[src/rtl/imem_arbiter_pkg.sv]
// Shared definitions for the instruction-memory arbiter: default widths, port
// indices, alignment helper and the response-buffer state encoding.
package imem_arbiter_pkg;

    localparam int DEF_AW     = 32;
    localparam int DEF_DW     = 32;
    localparam int PORT_FETCH = 0;
    localparam int PORT_DBG   = 1;

    localparam logic [1:0] ALIGN_MASK = 2'b11;

    typedef enum logic {
        BUF_EMPTY = 1'b0,
        BUF_FULL  = 1'b1
    } buf_state_e;

    function automatic logic addr_aligned(input logic [1:0] lsb);
        return (lsb & ALIGN_MASK) == 2'b00;
    endfunction

endpackage

[src/rtl/imem_resp_buf.sv]
// One-entry valid/ready response holding register with a flush that empties
// it at the next edge regardless of load or consume.
module imem_resp_buf
    import imem_arbiter_pkg::*;
#(
    parameter int DW = DEF_DW
) (
    input  logic          clk,
    input  logic          rst_n,
    input  logic          load_i,
    input  logic [DW-1:0] load_data_i,
    input  logic          load_err_i,
    input  logic          flush_i,
    input  logic          resp_ready_i,
    output logic          resp_valid_o,
    output logic [DW-1:0] resp_data_o,
    output logic          resp_err_o,
    output logic          accept_o
);

    buf_state_e    state_q, state_d;
    logic [DW-1:0] data_q, data_d;
    logic          err_q, err_d;

    always_ff @(posedge clk or negedge rst_n) begin
        if (!rst_n) begin
            state_q <= BUF_EMPTY;
            data_q  <= '0;
            err_q   <= 1'b0;
        end else begin
            state_q <= state_d;
            data_q  <= data_d;
            err_q   <= err_d;
        end
    end

    always_comb begin
        state_d  = state_q;
        data_d   = data_q;
        err_d    = err_q;
        // Space is free if empty or the held word leaves this cycle.
        accept_o = (state_q == BUF_EMPTY) || resp_ready_i;
        if (flush_i) begin
            state_d = BUF_EMPTY;
        end else if (load_i) begin
            state_d = BUF_FULL;
            data_d  = load_data_i;
            err_d   = load_err_i;
        end else if (state_q == BUF_FULL && resp_ready_i) begin
            state_d = BUF_EMPTY;
        end
    end

    assign resp_valid_o = (state_q == BUF_FULL);
    assign resp_data_o  = data_q;
    assign resp_err_o   = err_q;

endmodule

[src/rtl/imem_arbiter.sv]
// Two-port arbiter for the combinational-read instruction memory: fetch (port 0)
// and debug (port 1), round-robin on conflict, misalignment trapping, fetch flush.
module imem_arbiter
    import imem_arbiter_pkg::*;
#(
    parameter int AW         = DEF_AW,
    parameter int DW         = DEF_DW,
    parameter int FETCH_PRIO = 0
) (
    input  logic          clk,
    input  logic          rst_n,
    input  logic          f_req_valid,
    output logic          f_req_ready,
    input  logic [AW-1:0] f_req_addr,
    input  logic          f_flush,
    output logic          f_resp_valid,
    input  logic          f_resp_ready,
    output logic [DW-1:0] f_resp_data,
    output logic          f_resp_err,
    input  logic          d_req_valid,
    output logic          d_req_ready,
    input  logic [AW-1:0] d_req_addr,
    output logic          d_resp_valid,
    input  logic          d_resp_ready,
    output logic [DW-1:0] d_resp_data,
    output logic          d_resp_err,
    output logic [AW-1:0] mem_addr,
    output logic          mem_re,
    input  logic [DW-1:0] mem_instr
);

    logic rr_q, rr_d;
    logic f_accept, d_accept;
    logic f_elig, d_elig, conflict;
    logic grant_f, grant_d;
    logic f_aligned, d_aligned;
    logic [DW-1:0] f_load_data, d_load_data;

    assign f_aligned = addr_aligned(f_req_addr[1:0]);
    assign d_aligned = addr_aligned(d_req_addr[1:0]);

    // A flush masks the fetch port so the debug port may take the memory.
    assign f_elig   = f_req_valid && f_accept && !f_flush;
    assign d_elig   = d_req_valid && d_accept;
    assign conflict = f_elig && d_elig;

    always_comb begin
        grant_f = 1'b0;
        grant_d = 1'b0;
        rr_d    = rr_q;
        if (conflict) begin
            if (FETCH_PRIO != 0 || rr_q == 1'(PORT_FETCH)) grant_f = 1'b1;
            else                                            grant_d = 1'b1;
            rr_d = grant_f ? 1'(PORT_DBG) : 1'(PORT_FETCH);
        end else begin
            grant_f = f_elig;
            grant_d = d_elig;
        end
    end

    always_ff @(posedge clk or negedge rst_n) begin
        if (!rst_n) rr_q <= 1'(PORT_FETCH);
        else        rr_q <= rr_d;
    end

    always_comb begin
        mem_addr = '0;
        mem_re   = 1'b0;
        if (grant_f) begin
            mem_addr = f_req_addr;
            mem_re   = f_aligned;
        end else if (grant_d) begin
            mem_addr = d_req_addr;
            mem_re   = d_aligned;
        end
    end

    assign f_req_ready = grant_f;
    assign d_req_ready = grant_d;
    assign f_load_data = f_aligned ? mem_instr : '0;
    assign d_load_data = d_aligned ? mem_instr : '0;

    imem_resp_buf #(.DW(DW)) u_fetch_buf (
        .clk          (clk),
        .rst_n        (rst_n),
        .load_i       (grant_f),
        .load_data_i  (f_load_data),
        .load_err_i   (!f_aligned),
        .flush_i      (f_flush),
        .resp_ready_i (f_resp_ready),
        .resp_valid_o (f_resp_valid),
        .resp_data_o  (f_resp_data),
        .resp_err_o   (f_resp_err),
        .accept_o     (f_accept)
    );

    imem_resp_buf #(.DW(DW)) u_dbg_buf (
        .clk          (clk),
        .rst_n        (rst_n),
        .load_i       (grant_d),
        .load_data_i  (d_load_data),
        .load_err_i   (!d_aligned),
        .flush_i      (1'b0),
        .resp_ready_i (d_resp_ready),
        .resp_valid_o (d_resp_valid),
        .resp_data_o  (d_resp_data),
        .resp_err_o   (d_resp_err),
        .accept_o     (d_accept)
    );

endmodule

[config.mk]
export PLATFORM = sky130hd
export DESIGN_NAME = imem_arbiter
export DESIGN_NICKNAME = d
export VERILOG_FILES = /design/src/rtl/imem_arbiter_pkg.sv /design/src/rtl/imem_resp_buf.sv /design/src/rtl/imem_arbiter.sv
export SDC_FILE = /design/constraint.sdc
export NUM_CORES = 1
export LEC_CHECK = 0
export CORE_MARGIN = 10
export CORE_UTILIZATION = 39
export CTS_BUF_LIST = sky130_fd_sc_hd__clkbuf_4
export CTS_CLUSTER_DIAMETER = 40
export DETAILED_ROUTE_END_ITERATION = 8
export HOLD_SLACK_MARGIN = 0.1
export PLACE_DENSITY = 0.83
export SYNTH_ARGS = -nofsm -noshare
export SYNTH_HDL_FRONTEND = slang
export SYNTH_SLANG_ARGS = --single-unit
[constraint.sdc]
create_clock -name clk -period 2.1 [get_ports clk]
set_input_delay 0.315 -clock clk [delete_from_list [all_inputs] [get_ports clk]]
set_output_delay 0.315 -clock clk [all_outputs]
set_load 0.01 [all_outputs]
==> results.yml, run 1 <==
worst_setup_path:
  critPathCaptureType: "output port"
  start_kind: "flop"
  ff2ff_setup_slack_ps: 180
  cp.arrival_ps: 1870
  reg2reg_depth: 6
  reg2reg_from: "u_fetch_buf.resp_valid_o"
  critPathKind: "flop to output port"
  r2r-end: "u_dbg_buf.resp_valid_o"
  path_max_fanout: 13
  required_ps: 1780
run:
  cap_violations: 0
final_layout:
  layout_common_cells: "clkdlybuf4s50_1, dfrtp_1, inv_1, mux2i_1, nand2_1"
  num-nets-final: 662
  drive_above_1_share: 0.160
  mostFrequentLayoutCell: "clkdlybuf4s50_1"
  design_area_sq_mm: 0.00592
  insertedDiodeCount: 0
  syn2layout_area_growth_pct: 73.7
sta:
  post-route-period-util: 1.04
  hold_ws_ps: 434
  final-hold-violation-count: 0
  drv_slew: 0
  worstMarginPinSlew_ps: 395
  max_freq_ghz: 0.457
  worst_slack_ps: -87.7
  setup_viol: 34
  finalClockSkew_ps: 22.9
  finalCriticalPeriod_ps: 2190
  rsz0062_at_grt: "yes"
  maxSlewHeadroom: 0.737
placed_design:
  finalWeightedCongestion: 0.830
  portBuffers: 205
  dpl_cell_area_sq_mm: 0.00563
  dp_hpwl_mm: 9.48
  place_ws_ps: -454
floorplanning:
  std_cell_rows: 34
  core_area_sq_mm: 0.00864
  initial_core_util: 0.395
  die_h_um: 114
  die_w_um: 114
  dieArea_sq_mm: 0.0129
  ioPinCount: 206
pwr:
  p_switching_mw: 1.36
  clkPwrFrac: 0.222
  power.internal_mw: 3.00
  powerDensity_mw_per_mm2: 735
  p_seq_frac: 0.383
  leakagePower_nw: 2.68
  switching_share: 0.311
  ir_drop_mv: 0.543
  pwr-share-comb: 0.396
clocking:
  htree_levels: 3
  cts-root-buf: "clkbuf_4"
  clkLatencyLatePin_ps: 420
  cts_buffers: 9
  cts_num_sinks: 69
  clockBufferDepth: 2
  cts.reportedPaths.clkPinSlew_ps: 120
  cts_tree: "done"
grt:
  antenna_found_initial: 0
  grt_overflow: 0
  grt_pass1_wl_mm: 20.5
  grt_max_degree: 70
  grt_pass1_vias: 3541
  track_usage: 0.201
synthesis:
  synth-seq-cells: 69
  ys_types: 19
  synth_top_area_frac: 0.506
  ys_warn_count: 0
  syn_inst: 331
  syn-num-nets: 434
  syn_area_per_cell_sq_um: 10.3
  syn_area_sq_mm: 0.00341
  synthTopCellsByArea: "dfrtp_1, mux2i_1, a22o_1"
  synth_seq_area_share: 0.506
  synth.largest_area_cell: "dfrtp_1"
hold_path:
  hold_path_class: "primary input to asynchronous set/reset pin"
route:
  wl_per_cell_um: 19.8
  vias: 3275
  wl_met3_mm: 1.13
  drt_first_pass_iters: 4
  met1_length_mm: 5.41
  postRouteAntennaNets: 0
  drc_errors: 0
  wl_met2_mm: 6.46
  top_layer: "met4"
  routed_wl_mm: 13.3
  drt_first_iter_violations: 144
  via_per_inst: 4.87
status:
  status: "finished with violations"
  violations: "setup timing"
-- worst max-delay path by stage --
stage / start / end / slack, ps / depth (start not counted)
after floorplan: u_fetch_buf.resp_valid_o / mem_addr[10] / 390 / 5
after global placement: d_resp_ready / mem_addr[0] / -450 / 6
after detailed placement: d_resp_ready / mem_addr[30] / -450 / 6
after CTS: u_fetch_buf.resp_valid_o / mem_addr[8] / -80 / 5
after global routing: u_fetch_buf.resp_valid_o / mem_addr[26] / -150 / 5
final: u_fetch_buf.resp_valid_o / mem_addr[26] / -90 / 5
-- metal layers --
layer  track usage  up-vias
met5             0        -
met4        0.0584        0
met3        0.0761       20
met2         0.337      135
met1         0.235     1591
li1              -     1529
-- worst max-delay path, stage by stage (launching register included) --
cell and delay, ps:
dfrtp_1 400, nor2b_4 160, o311a_4 410, buf_12 160
a22o_1 190, buf_2 140
-- synthesized netlist by cell type (all sizes together) --
master / number
nand2b: 2
dfrtp: 69
or2: 1
nor4b: 1
clkbuf: 8
buf: 13
nand2: 64
xor2: 1
a22o: 33
a311oi: 1
o21ba: 1
mux2i: 66
o311a: 1
inv: 66
nor2: 2
nor2b: 2
-- metrics by stage --
| step | std cells | total power, mW | utilization | setup TNS, ps |
|---|---|---|---|---|
| floorplan | 331 | 2.31 | - | 0 |
| CTS | 671 | 4.37 | 0.679 | -1740 |
| global placement | 639 | 3.28 | 0.652 | -20930 |
| detailed placement | 639 | 3.32 | 0.652 | -22110 |
| global route | 672 | 4.58 | 0.686 | -3860 |
| finish | 672 | 4.35 | 0.686 | -1380 |
-- area by class of cell --
type | count | area, sq um
Clock inverter | 7 | 87.6
Clock buffer | 9 | 67.6
Multi-Input combinational cell | 176 | 1350
Fill cell | 668 | 2720
Tap cell | 108 | 135
Timing Repair Buffer | 237 | 2300
Sequential cell | 69 | 1730
Inverter | 66 | 248
-- cell families after synthesis --
| logic type | after synthesis | share of synthesized area |
|---|---|---|
| XOR/XNOR | 1 | 0.00257 |
| buffers and inverters | 87 | 0.111 |
| AND/OR/NAND/NOR | 72 | 0.0910 |
| flip-flops | 69 | 0.506 |
| AO/OA/AOI/OAI | 36 | 0.0950 |
| multiplexers | 66 | 0.194 |
-- registers in the layout (all words and copies together), names as in the netlist --
signal                    cells
u_fetch_buf.resp_valid_o      1
u_dbg_buf.resp_valid_o        1
u_dbg_buf.resp_err_o          1
rr_q                          1
u_fetch_buf.resp_err_o        1
u_dbg_buf.resp_data_o        32
u_fetch_buf.resp_data_o      32
-- power groups by stage --
stage / sequential (mW) / combinational (mW) / clock (mW)
after floorplan: 1.77 / 0.541 / 0
after global placement: 1.68 / 1.60 / 0
after detailed placement: 1.69 / 1.63 / 0
after CTS: 1.67 / 1.71 / 0.993
after global routing: 1.69 / 1.85 / 1.05
final: 1.67 / 1.72 / 0.965
-- timing repair --
action	CTS	global route
hold buffers	1	0
pin swaps	3	9
gates resized for setup	157	5
endpoints found under the hold margin	69	0
cloned	3	1
endpoints found under the setup margin	35	35
setup buffers	12	0
Note: power is estimated with default switching activity, not from simulation.
==> inputs of run 2 (changes only) <==
Settings changed: MAX_ROUTING_LAYER from default to met4, PLACE_DENSITY 0.83 to 0.93.
==> run 2 against run 1 <==
Compared with the run above: the flow still finishes with violations (setup timing); die area did not move; cell count rose by 0.60%; fmax is 6.5% lower; clock power is 23% lower; sequential share of layout area is 0.084 points higher; largest cell class unchanged; largest power group unchanged; highest routed layer unchanged.
==> results.yml, run 2 (synthesis gave the netlist of run 1 again) <==
placed_design:
  portBuffers: 205
  dp_hpwl_mm: 10.2
  finalWeightedCongestion: 0.834
route:
  wl_per_cell_um: 20.1
  drc_errors: 0
  postRouteAntennaNets: 0
  routed_wl_mm: 13.6
  via_per_inst: 4.89
  drt_first_pass_iters: 4
  drt_first_iter_violations: 197
  vias: 3303
grt:
  track_usage: 0.208
  grt_max_degree: 70
  antenna_found_initial: 0
  grt_pass1_wl_mm: 20.5
  grt_pass1_vias: 3602
  grt_overflow: 0
worst_setup_path:
  path_buf_inv: 4
  critPathCaptureType: "output port"
  reg2reg_from: "rr_q"
  start_kind: "flop"
  cp_top_family: "compound AO/OA/AOI/OAI gates"
  slowest_delay_ps: 460
  cp.arrival_ps: 2020
  worstPathCellList: "buf_6, o311a_4, buf_6, buf_6, a22o_1, buf_2"
  cp_slowest_cell: "dfrtp_1"
  cpMostUsedCell: "buf_6"
  path_max_fanout: 6
  crit_start: "rr_q"
  required_ps: 1780
  critPathKind: "flop to output port"
pwr:
  powerDensity_mw_per_mm2: 703
  leakagePower_nw: 2.69
  ir_drop_mv: 0.513
clocking:
  cts.reportedPaths.clkPinSlew_ps: 130
  clockBufferDepth: 2
  clkLatencyLatePin_ps: 410
  cts_buffers: 9
  cts_tree: "done"
  cts_num_sinks: 69
  cts-root-buf: "clkbuf_4"
  htree_levels: 3
sta:
  maxSlewHeadroom: 0.734
  worst_slack_ps: -240
  max_freq_ghz: 0.427
  finalCriticalPeriod_ps: 2340
  rsz0062_at_grt: "yes"
  post-route-period-util: 1.11
  finalClockSkew_ps: 24.4
  hold_ws_ps: 477
  final-hold-violation-count: 0
  drv_slew: 0
  setup_viol: 34
  worstMarginPinSlew_ps: 399
final_layout:
  n_fill_cell: 638
  drive_above_1_share: 0.169
  mostFrequentLayoutCell: "clkdlybuf4s50_1"
  final_core_util: 0.683
  num-nets-final: 666
  insertedDiodeCount: 0
  syn2layout_area_growth_pct: 73.0
  layout_common_cells: "clkdlybuf4s50_1, dfrtp_1, inv_1, mux2i_1, nand2_1"
floorplanning:
  ioPinCount: 206
  std_cell_rows: 34
  die_h_um: 114
  core_area_sq_mm: 0.00864
  dieArea_sq_mm: 0.0129
  initial_core_util: 0.395
  die_w_um: 114
hold_path:
  hold_path_class: "primary input to asynchronous set/reset pin"
status:
  status: "finished with violations"
  violations: "setup timing"
run:
  cap_violations: 0
-- run 2: report_power, final --
| group | internal (mW) | total, mW | switching, mW | leakage (nW) |
|---|---|---|---|---|
| combinational | 1.00 | 1.74 | 0.735 | 1.71 |
| sequential | 1.54 | 1.67 | 0.131 | 0.912 |
| clock | 0.255 | 0.746 | 0.491 | 0.0626 |
-- run 2: layout make-up --
cell class	instances	area [sq um]	area share
multi-input cells	175	1330	0.226
clock inverters	6	38.8	0.00657
clock buffers	10	75.1	0.0127
well taps	108	135	0.0229
repair buffers	242	2340	0.397
inverters	66	248	0.0420
flip-flops and latches	69	1730	0.293
-- run 2: final timing paths --
path | end | slack (ps) | cells after the start
min | u_fetch_buf.resp_data_o[2] | 480 | 3
min in group clk | u_dbg_buf.resp_data_o[27] | 480 | 3
min reg2reg | u_dbg_buf.resp_data_o[15] | 530 | 2
max in group asynchronous | u_dbg_buf.resp_err_o | 1300 | 3
max | mem_addr[7] | -240 | 6
max reg2reg | u_dbg_buf.resp_valid_o | 60 | 7
-- run 2: repair_timing --
action	4_1_cts	5_1_grt
hold buffers	1	0
buffers inserted	11	5
pin swaps	4	6
gates resized for setup	156	10
setup endpoints to repair	35	36
gates cloned	1	1
endpoints found under the hold margin	69	0
-- run 2: tightest hold or removal path: cells and delay by family --
| family | cells | cell delay, ps |
|---|---|---|
| buffers and inverters | 3 | 980 |
-- run 2: metal layers --
| metal | global-route usage | share of wire |
|---|---|---|
| met1 | 0.218 | 0.38 |
| met2 | 0.355 | 0.50 |
| met3 | 0.0724 | 0.094 |
| met4 | 0.0711 | 0.022 |
| met5 | - | 0 |
-- run 2: per-stage QoR --
stage	power, mW	worst slack (ps)	std cells	cell area [sq um]	TNS [ps]
after CTS	4.14	-243	672	5840	-5430
after global placement	3.30	-518	644	5680	-14630
final	4.15	-240	676	5900	-5300
after floorplan	2.31	391	331	3410	0
after detailed placement	3.36	-600	644	5680	-17580
after global routing	4.38	-314	676	5900	-7980
==> inputs of run 3 (changes only) <==
Settings changed: ABC_AREA from default to 1, CORE_MARGIN 10 to default, CORE_UTILIZATION 39 to 40.
==> run 3 against run 2 <==
Compared with the run above: the flow still finishes with violations (setup timing); fmax increased by 9.7%; sequential power decreased by 3%; die area decreased by 26%; cell area increased by 6.1%; utilization increased by 3.1 points; first-iteration DRC count increased by 19%; sequential share of layout area decreased by 1.7 points; via count increased by 28%; largest power group unchanged; clock skew decreased by 11 ps; clock power increased by 18%.
==> results.yml, run 3 <==
floorplanning:
  dieArea_sq_mm: 0.00950
  ioPinCount: 206
  initial_core_util: 0.416
  die_h_um: 97.5
  core_area_sq_mm: 0.00876
  die_w_um: 97.5
  std_cell_rows: 34
worst_setup_path:
  required_ps: 1780
  reg2reg_depth: 11
  cp.depth: 10
  cp.arrival_ps: 1820
  setup.worst_path.end: "mem_addr[22]"
  cpMostUsedCell: "buf_6"
  ff2ff_setup_slack_ps: 400
  slowest_delay_ps: 480
  cp_top_family: "buffers and inverters"
  critPathCaptureType: "output port"
  crit_start: "f_req_valid"
  cp_slowest_cell: "clkdlybuf4s50_1"
  start_kind: "primary input"
  worstPathCellList: "clkdlybuf4s50_1, nand2_1, nor2_4, a21oi_4, buf_6, buf_6, buf_6, nand2_2, nand2_2, buf_6"
  path_buf_inv: 5
  reg2reg_from: "u_fetch_buf.resp_valid_o"
  r2r-end: "u_dbg_buf.resp_data_o[9]"
  critPathKind: "primary input to output port"
  path_max_fanout: 5
synthesis:
  synthTopCellsByArea: "dfrtp_1, nand2_1, nand3_1"
  synth.largest_area_cell: "dfrtp_1"
  synth_top_area_frac: 0.474
  syn_area_per_cell_sq_um: 6.96
  ys_warn_count: 0
  synth-main-ff-cell: "dfrtp_1"
  ys_async_sr_fraction: 1.00
  ys_types: 21
  syn-num-nets: 627
  syn_area_sq_mm: 0.00364
  synth-seq-cells: 69
  synth_seq_area_share: 0.474
  yosys-top-cells-count: "nand2_1, dfrtp_1, nor2_1"
  synth_edf_count: 0
  syn_inst: 524
  synth.most_common_cell: "nand2_1"
route:
  vias: 4241
  drt_first_iter_violations: 235
  postRouteAntennaNets: 0
  via_per_inst: 4.93
  drc_errors: 0
  drt_first_pass_iters: 5
  routed_wl_mm: 13.4
  wl_per_cell_um: 15.6
sta:
  post-route-period-util: 1.02
  maxSlewHeadroom: 0.401
  drv_slew: 0
  rsz0062_at_grt: "yes"
  worst_slack_ps: -32.0
  finalCriticalPeriod_ps: 2130
  final-hold-violation-count: 0
  finalClockSkew_ps: 13.5
  setup_viol: 10
  max_freq_ghz: 0.469
  worstMarginPinSlew_ps: 898
pwr:
  powerDensity_mw_per_mm2: 683
  p_switching_mw: 1.48
  clkPwrFrac: 0.207
  ir_drop_mv: 0.404
  leakagePower_nw: 3.34
  switching_share: 0.347
  pwr-share-comb: 0.413
  p_seq_frac: 0.380
  power.internal_mw: 2.79
grt:
  grt_max_degree: 70
  grt_pass1_vias: 4248
  track_usage: 0.287
  antenna_found_initial: 0
  grt_overflow: 0
  grt_pass1_wl_mm: 21.0
final_layout:
  final_cells: 860
  final_core_util: 0.714
  drive_above_1_share: 0.169
  num-nets-final: 850
  insertedDiodeCount: 0
  syn2layout_area_growth_pct: 71.7
  design_area_sq_mm: 0.00626
  mostFrequentLayoutCell: "nand2_1"
  layout_common_cells: "nand2_1, clkdlybuf4s50_1, dfrtp_1"
placed_design:
  portBuffers: 205
  dp_cells: 824
  dpl_cell_area_sq_mm: 0.00586
  dp_hpwl_mm: 9.13
  finalWeightedCongestion: 0.856
clocking:
  htree_levels: 3
  clkLatencyLatePin_ps: 410
  clockBufferDepth: 2
  cts_num_sinks: 69
  cts_buffers: 9
  cts.reportedPaths.clkPinSlew_ps: 130
  cts_tree: "done"
  cts-root-buf: "clkbuf_4"
hold_path:
  hold_path_class: "flop to flop"
run:
  cap_violations: 0
status:
  violations: "setup timing"
  status: "finished with violations"
-- run 3: cell count changes in the layout (fill, tap and decap cells not counted), moves of 3 or more --
cell / change
nand3_1: +65
nor2_1: +67
a22o_1: -33
buf_8: +3
buf_4: +3
nand2_2: +21
nand2_1: +144
mux2i_1: -66
inv_1: -26
nand2_4: +8
-- run 3: worst min-delay path, stage by stage, from the launching register on --
cell and delay, ps:
dfrtp_1 360, nand2_1 50, nand2_1 50
-- run 3: repair_timing --
action                                  4_1_cts  5_1_grt
resized for setup                           169       32
buffers inserted                             12        5
endpoints found under the setup margin       35       34
hold buffers                                  1        0
cloned                                        4        2
pin swaps                                     3        4
endpoints found under the hold margin        69        0
-- run 3: worst min-delay path by stage --
stage	cells after the start	slack [ps]	start	to
after floorplan	0	20	rst_n	rr_q
after global placement	2	450	u_fetch_buf.resp_data_o[21]	u_fetch_buf.resp_data_o[21]
after detailed placement	2	460	u_fetch_buf.resp_data_o[16]	u_fetch_buf.resp_data_o[16]
after CTS	2	490	u_fetch_buf.resp_data_o[16]	u_fetch_buf.resp_data_o[16]
after global routing	2	510	u_fetch_buf.resp_data_o[9]	u_fetch_buf.resp_data_o[9]
final	2	480	u_fetch_buf.resp_data_o[16]	u_fetch_buf.resp_data_o[16]
-- run 3: kinds of logic (layout without fill, tap and decap cells) --
kind of cell | after synthesis | after routing | share of synthesized area
AND/OR/NAND/NOR | 374 | 374 | 0.414
buffers and inverters | 75 | 303 | 0.0989
flip-flops | 69 | 69 | 0.474
AO/OA/AOI/OAI | 5 | 5 | 0.0110
XOR/XNOR | 1 | 1 | 0.00240
-- run 3: area by class of cell --
type | instances | area, sq um
flip-flops and latches | 69 | 1730
clock buffers | 9 | 67.6
inverters | 41 | 154
clock inverters | 7 | 73.8
well taps | 108 | 135
multi-input cells | 380 | 1670
fillers | 677 | 2500
repair buffers | 246 | 2440
-- run 3: metal layers --
layer  GRT usage  share of wire
met1       0.347           0.40
met2       0.483           0.52
met3      0.0482          0.056
met4       0.103          0.026
met5           -              0
-- run 3: power groups by stage --
| stage | registers (mW) | clock network (mW) | logic [mW] |
|---|---|---|---|
| CTS | 1.62 | 0.907 | 1.69 |
| detailed placement | 1.65 | 0 | 1.61 |
| global placement | 1.64 | 0 | 1.57 |
| global route | 1.65 | 0.959 | 1.89 |
| finish | 1.62 | 0.884 | 1.77 |
| floorplan | 1.72 | 0 | 0.569 |
-- run 3: metrics by stage --
step	setup TNS (ps)	setup slack [ps]	hold slack, ps	power [mW]
after floorplan	0	582	19.4	2.29
after global placement	-10510	-356	452	3.20
after detailed placement	-11630	-381	458	3.26
after CTS	-2780	-145	489	4.22
after global routing	-2240	-128	512	4.50
final	-223	-32.0	484	4.28
